<file path="config.mk">
export PLATFORM = sky130hd
export DESIGN_NAME = wb_burst_master
export DESIGN_NICKNAME = d
export VERILOG_FILES = /design/src/rtl/wb_burst_master.sv
export SDC_FILE = /design/constraint.sdc
export NUM_CORES = 1
export LEC_CHECK = 0
export BUFFER_PORTS_ARGS = -buffer_cell sky130_fd_sc_hd__buf_4
export CORE_MARGIN = 5
export CORE_UTILIZATION = 46
export CTS_CLUSTER_DIAMETER = 120
export DETAILED_ROUTE_END_ITERATION = 12
export GPL_TIMING_DRIVEN = 0
export PLACE_DENSITY = 0.89
export SLEW_MARGIN = 20
export SYNTH_ARGS = -nofsm -noshare
export SYNTH_HDL_FRONTEND = slang
export SYNTH_SLANG_ARGS = --single-unit
</file>
<file path="constraint.sdc">
create_clock -name wb_clk_i -period 2.35 [get_ports wb_clk_i]
set_input_delay 0.235 -clock wb_clk_i [delete_from_list [all_inputs] [get_ports wb_clk_i]]
set_output_delay 0.235 -clock wb_clk_i [all_outputs]
set_load 0.03 [all_outputs]
</file>
<file path="src/rtl/wb_burst_master.sv">
// Wishbone master that turns single-beat and burst commands into classic and
// incrementing-burst cycles, with a per-beat acknowledge timeout.
module wb_burst_master #(
    parameter int dw        = 32,
    parameter int APP_AW    = 26,
    parameter int MAX_BURST = 8,
    parameter int TIMEOUT   = 255,
    localparam int LW       = $clog2(MAX_BURST)
) (
    input  logic              wb_clk_i,
    input  logic              wb_rst_i,
    input  logic              sdr_init_done,
    input  logic              cmd_valid,
    output logic              cmd_ready,
    input  logic              cmd_we,
    input  logic [APP_AW-1:0] cmd_addr,
    input  logic [LW-1:0]     cmd_len,
    input  logic [dw/8-1:0]   cmd_sel,
    input  logic              wr_valid,
    input  logic [dw-1:0]     wr_data,
    output logic              wr_ready,
    output logic              rd_valid,
    output logic [dw-1:0]     rd_data,
    output logic              rd_last,
    output logic              wb_cyc_i,
    output logic              wb_stb_i,
    output logic              wb_we_i,
    output logic [APP_AW-1:0] wb_addr_i,
    output logic [dw-1:0]     wb_dat_i,
    output logic [dw/8-1:0]   wb_sel_i,
    output logic [2:0]        wb_cti_i,
    input  logic              wb_ack_o,
    input  logic [dw-1:0]     wb_dat_o,
    output logic              busy,
    output logic              err
);

    localparam int TW = $clog2(TIMEOUT + 1);
    localparam logic [APP_AW-1:0] STEP = APP_AW'(dw / 8);
    localparam logic [TW-1:0] TLAST = TW'(TIMEOUT - 1);

    typedef enum logic [1:0] {
        IDLE,
        XFER,
        ABORT
    } state_t;

    state_t            state;
    logic              we_q;
    logic [APP_AW-1:0] addr_q;
    logic [LW-1:0]     len_q;
    logic [LW-1:0]     beat;
    logic [dw/8-1:0]   sel_q;
    logic [TW-1:0]     tcnt;
    logic              last;
    logic              beat_done;

    assign busy      = (state != IDLE);
    assign cmd_ready = (state == IDLE) && sdr_init_done && !wb_rst_i;
    assign wb_cyc_i  = (state == XFER);
    assign wb_stb_i  = wb_cyc_i && (!we_q || wr_valid);
    assign wb_we_i   = we_q;
    assign wb_addr_i = addr_q;
    assign wb_sel_i  = sel_q;
    assign wb_dat_i  = wr_data;
    assign last      = (beat == len_q);
    assign beat_done = wb_stb_i && wb_ack_o;
    assign wr_ready  = beat_done && we_q;

    always_comb begin
        wb_cti_i = 3'b000;
        if (wb_cyc_i && len_q != '0)
            wb_cti_i = last ? 3'b111 : 3'b010;
    end

    always_ff @(posedge wb_clk_i) begin
        if (wb_rst_i) begin
            state    <= IDLE;
            we_q     <= 1'b0;
            addr_q   <= '0;
            len_q    <= '0;
            beat     <= '0;
            sel_q    <= '0;
            tcnt     <= '0;
            rd_valid <= 1'b0;
            rd_data  <= '0;
            rd_last  <= 1'b0;
            err      <= 1'b0;
        end else begin
            rd_valid <= 1'b0;
            rd_last  <= 1'b0;
            err      <= 1'b0;
            unique case (state)
                IDLE: begin
                    if (cmd_valid && cmd_ready) begin
                        we_q   <= cmd_we;
                        addr_q <= cmd_addr;
                        len_q  <= cmd_len;
                        sel_q  <= cmd_sel;
                        beat   <= '0;
                        tcnt   <= '0;
                        state  <= XFER;
                    end
                end
                XFER: begin
                    if (beat_done) begin
                        tcnt <= '0;
                        if (!we_q) begin
                            rd_valid <= 1'b1;
                            rd_data  <= wb_dat_o;
                            rd_last  <= last;
                        end
                        if (last) begin
                            state <= IDLE;
                        end else begin
                            beat   <= beat + 1'b1;
                            addr_q <= addr_q + STEP;
                        end
                    end else if (wb_stb_i) begin
                        // ack on the final count still wins via the branch above
                        if (tcnt == TLAST) begin
                            tcnt  <= '0;
                            err   <= 1'b1;
                            state <= ABORT;
                        end else begin
                            tcnt <= tcnt + 1'b1;
                        end
                    end else begin
                        tcnt <= '0;
                    end
                end
                ABORT: state <= IDLE;
                default: state <= IDLE;
            endcase
        end
    end

endmodule
</file>
==> summary.txt <==
Status
  – Result of the run: finished clean

Logic synthesis
  – Distinct cell type count after synthesis: 61
  – Syn Std Cell Area: ~0.004 sq mm
  – Seq/Total Area, Yosys: 0.4051
  – Number of enable flip-flop cells after synthesis: 0
  – Async set-or-reset flop fraction in the synthesized netlist: 0
  – Syn nets: 623
  – Primary FF master, synth: dfxtp_1
  – Number of warnings printed during yosys synthesis: 0
  – Mapped Avg Cell Area: 7.869 sq um
  – Number of storage elements in the synthesis netlist: ~80
  – Synthesized netlist cell count: 515

Route
  – Drt initial violations: 255
  – TritonRoute pass-1 iters: 5
  – Post-DR vias/cell: about 5.6
  – Total wirelength of the detailed-routed design: approximately 14000 um
  – Total vias in the final route: between 4000 and 5000
  – Post-detailed-route wirelength per cell: between 15 and 20 um
  – Antenna-violating nets left: 0
  – Remaining DRCs: 0

Finish
  – Post-layout instance area: between 0.005 and 0.006 sq mm
  – Ant. Diodes: 0
  – Proportion of layout cells with a drive suffix above 1: 0.3494
  – Most common library cell in the layout ignoring fill and taps: buf_4
  – Final net count: ~800
  – Growth of design area from synthesis to finish: 41.56%
  – Most frequent cells in the layout: buf_4, nand2_1, dfxtp_1
  – Finished Layout Cells: a little over 800

Setup path
  – Crit Path Category: reg2reg
  – Logic depth of the worst register-to-register path: 6
  – Kind of launch point of the worst setup path: flip-flop
  – RR Endpoint: wb_addr_i[22]$_SDFFE_PP0P_
  – Kind of capture point of the worst setup path: flip-flop
  – CP arrival: approximately 2.4 ns
  – Data required time at the worst endpoint: 2.56 ns
  – Startpoint of the most critical register-to-register path: wb_addr_i[2]$_SDFFE_PP0P_
  – Highest net fanout along the worst path: 6
  – Register-to-register setup slack: 0.17 ns

Clock tree
  – Clock transition time at the flip-flop clock pins of the worst setup and hold paths: about 0.090 ns
  – CTS tree: done
  – Number of H-tree branching levels: 3
  – Clock sink count: 82
  – Cells resized by post-CTS repair: 0
  – Buffer type at the clock tree root: clkbuf_8
  – CTS Buf Count: 9
  – Maximum clock insertion buffer count: 2
  – Number of post-CTS setup repair buffers: 0
  – # hold bufs at CTS: 0
  – Worst skew pair latency: 0.35 ns

Timing
  – Final period utilization: 0.9274
  – Worst slew slack as a fraction of its limit: 0.5441
  – Timing-limited maximum frequency: around 0.46 GHz
  – Min setup slack post-route: between 0.15 and 0.2 ns
  – RSZ-0062 raised after global routing: false
  – Worst Max-Slew Pin Slew: between 0.6 and 0.7 ns
  – TNS Setup: 0 ns
  – Final setup fails: 0
  – Final critical delay including setup and external delays: approximately 2.2 ns
  – Final max-slew violation count: 0
  – Clock skew: between 0.015 and 0.02 ns
  – Hold Vio Cnt, Final: 0

Hold path
  – Class of the worst hold path: in2reg
  – Endpoint of the worst hold-timing path: wb_sel_i[1]$_SDFFE_PP0P_
  – Worst Hold Depth: 3
  – Worst Hold Launch: cmd_sel[1]

Die
  – Area of the core: around 0.0086 sq mm
  – Starting density of the core: 0.4693
  – DIE WIDTH: 103.9 um
  – Rows: 34
  – Top-level port count: 210
  – Vertical extent of the die: about 100 um
  – Die Area: between 0.01 and 0.015 sq mm

GRT
  – First-pass GRT wire length: between 20000 and 25000 um
  – Pin count of the biggest net entering global routing: 13
  – Number of antenna violations at the first check in global routing: 0
  – Remaining global-route overflow: 0
  – Total global-route track usage: 0.2385
  – Via count of the first global-routing pass: 4567

Pwr
  – Part of the total power dissipated in sequential elements: 0.458
  – Worst vdd rail ir drop: 0.0003483 V
  – PD cells: between 500 and 600 mW/mm^2
  – Combinational power share: 0.188
  – Cell internal pwr: 0.002349 W
  – Leakage power of the design: 2.494 nW
  – Tot Pwr: 0.003235 W
  – Switching power as a share of total power: 0.2740
  – Relative contribution of the clock network to total power: 0.354
  – Power spent charging and discharging nets: 0.0008865 W

Place
  – Inst Count DP: 800
  – Post-detailed-placement cell area: roughly 0.0055 sq mm
  – Minimum setup slack after placement: about 0.34 ns
  – I/O Buffers: ~180
  – Last weighted congestion value of the routability-driven placer: just under 1
  – Placed wire-length estimate after detailed placement: 10620 um

Flow run
  – Max-Cap Viols: 0
state kept, by name (all words and copies together), names as in the netlist, 2 cells and up:
register   cells
beat           3
len_q          3
rd_data       32
state          2
tcnt           8
wb_addr_i     26
wb_sel_i       4
how the worst max path moves through the flow:
stage / start / to / slack [ns] / depth (start not counted)
CTS: state[1]$_SDFFE_PP0P_ / wb_cti_i[2] / 0.05 / 6
floorplan: state[1]$_SDFFE_PP0P_ / wb_cti_i[2] / 0.22 / 5
global route: beat[1]$_SDFFE_PP0P_ / wb_cti_i[2] / 0.03 / 6
global placement: wb_addr_i[13]$_SDFFE_PP0P_ / wb_addr_i[20]$_SDFFE_PP0P_ / 0.42 / 5
finish: wb_addr_i[2]$_SDFFE_PP0P_ / wb_addr_i[22]$_SDFFE_PP0P_ / 0.17 / 6
detailed placement: wb_addr_i[2]$_SDFFE_PP0P_ / wb_addr_i[14]$_SDFFE_PP0P_ / 0.34 / 6
Yosys cell counts, types with 8 or more instances:
cell type,instances,area [sq um]
clkbuf_1,20,75.07
o21ai_0,8,40.04
a21oi_1,54,270.3
nor3_1,12,60.06
nor2_1,29,108.9
dfxtp_1,82,1642
nand2_1,115,431.7
buf_4,34,255.2
buf_2,8,40.04
nand3_1,25,125.1
inv_1,8,30.03
power groups by stage:
stage                     sequential (W)  clock, W  combinational, W
after floorplan                  0.00157         0          0.000275
after global placement           0.00151         0          0.000592
after detailed placement         0.00151         0          0.000604
after CTS                        0.00148   0.00115          0.000606
after global routing             0.00149   0.00122          0.000645
final                            0.00148   0.00115          0.000609
layer usage:
layer,GRT usage,share of wire,up-vias
met3,0.1092,0.14,57
li1,-,-,2150
met2,0.4039,0.48,301
met4,0.1018,0.032,0
met5,0,0,-
met1,0.2552,0.35,2091
logic make-up (layout without fill, tap and decap cells):
group | Yosys count | count (layout) | synth area share
AO/OA/AOI/OAI | 114 | 114 | 0.1797
flip-flops | 82 | 82 | 0.4051
multiplexers | 3 | 3 | 0.007410
AND/OR/NAND/NOR | 229 | 229 | 0.2735
buffers and inverters | 74 | 266 | 0.1025
XOR/XNOR | 9 | 9 | 0.01945
adder cells (fa/ha/maj) | 4 | 4 | 0.01235
stage by stage:
step / utilization / hold WS (ns)
6_report: 0.6643 / 0.07551
5_1_grt: 0.6643 / 0.06691
4_1_cts: 0.6642 / 0.06032
3_5_place_dp: 0.6388 / 0.4249
3_3_place_gp: 0.6388 / 0.4195
2_1_floorplan: - / 0.3117
area by class of cell:
| class | count | area, sq um |
|---|---|---|
| Fill cell | 715 | 2899 |
| Multi-Input combinational cell | 359 | 1996 |
| Sequential cell | 82 | 1642 |
| Timing Repair Buffer | 177 | 1329 |
| Buffer | 64 | 379.1 |
| Clock buffer | 13 | 158.9 |
| Tap cell | 108 | 135.1 |
| Clock inverter | 2 | 60.06 |
| Inverter | 10 | 37.54 |
worst max-delay path: stages, from the launching register on:
cell,delay [ns]
dfxtp_1,0.46
ha_1,0.30
nand4_1,0.24
nor3_1,0.55
nand3_1,0.18
a21oi_1,0.20
o32ai_1,0.10
(Power assumes the default switching activity.)
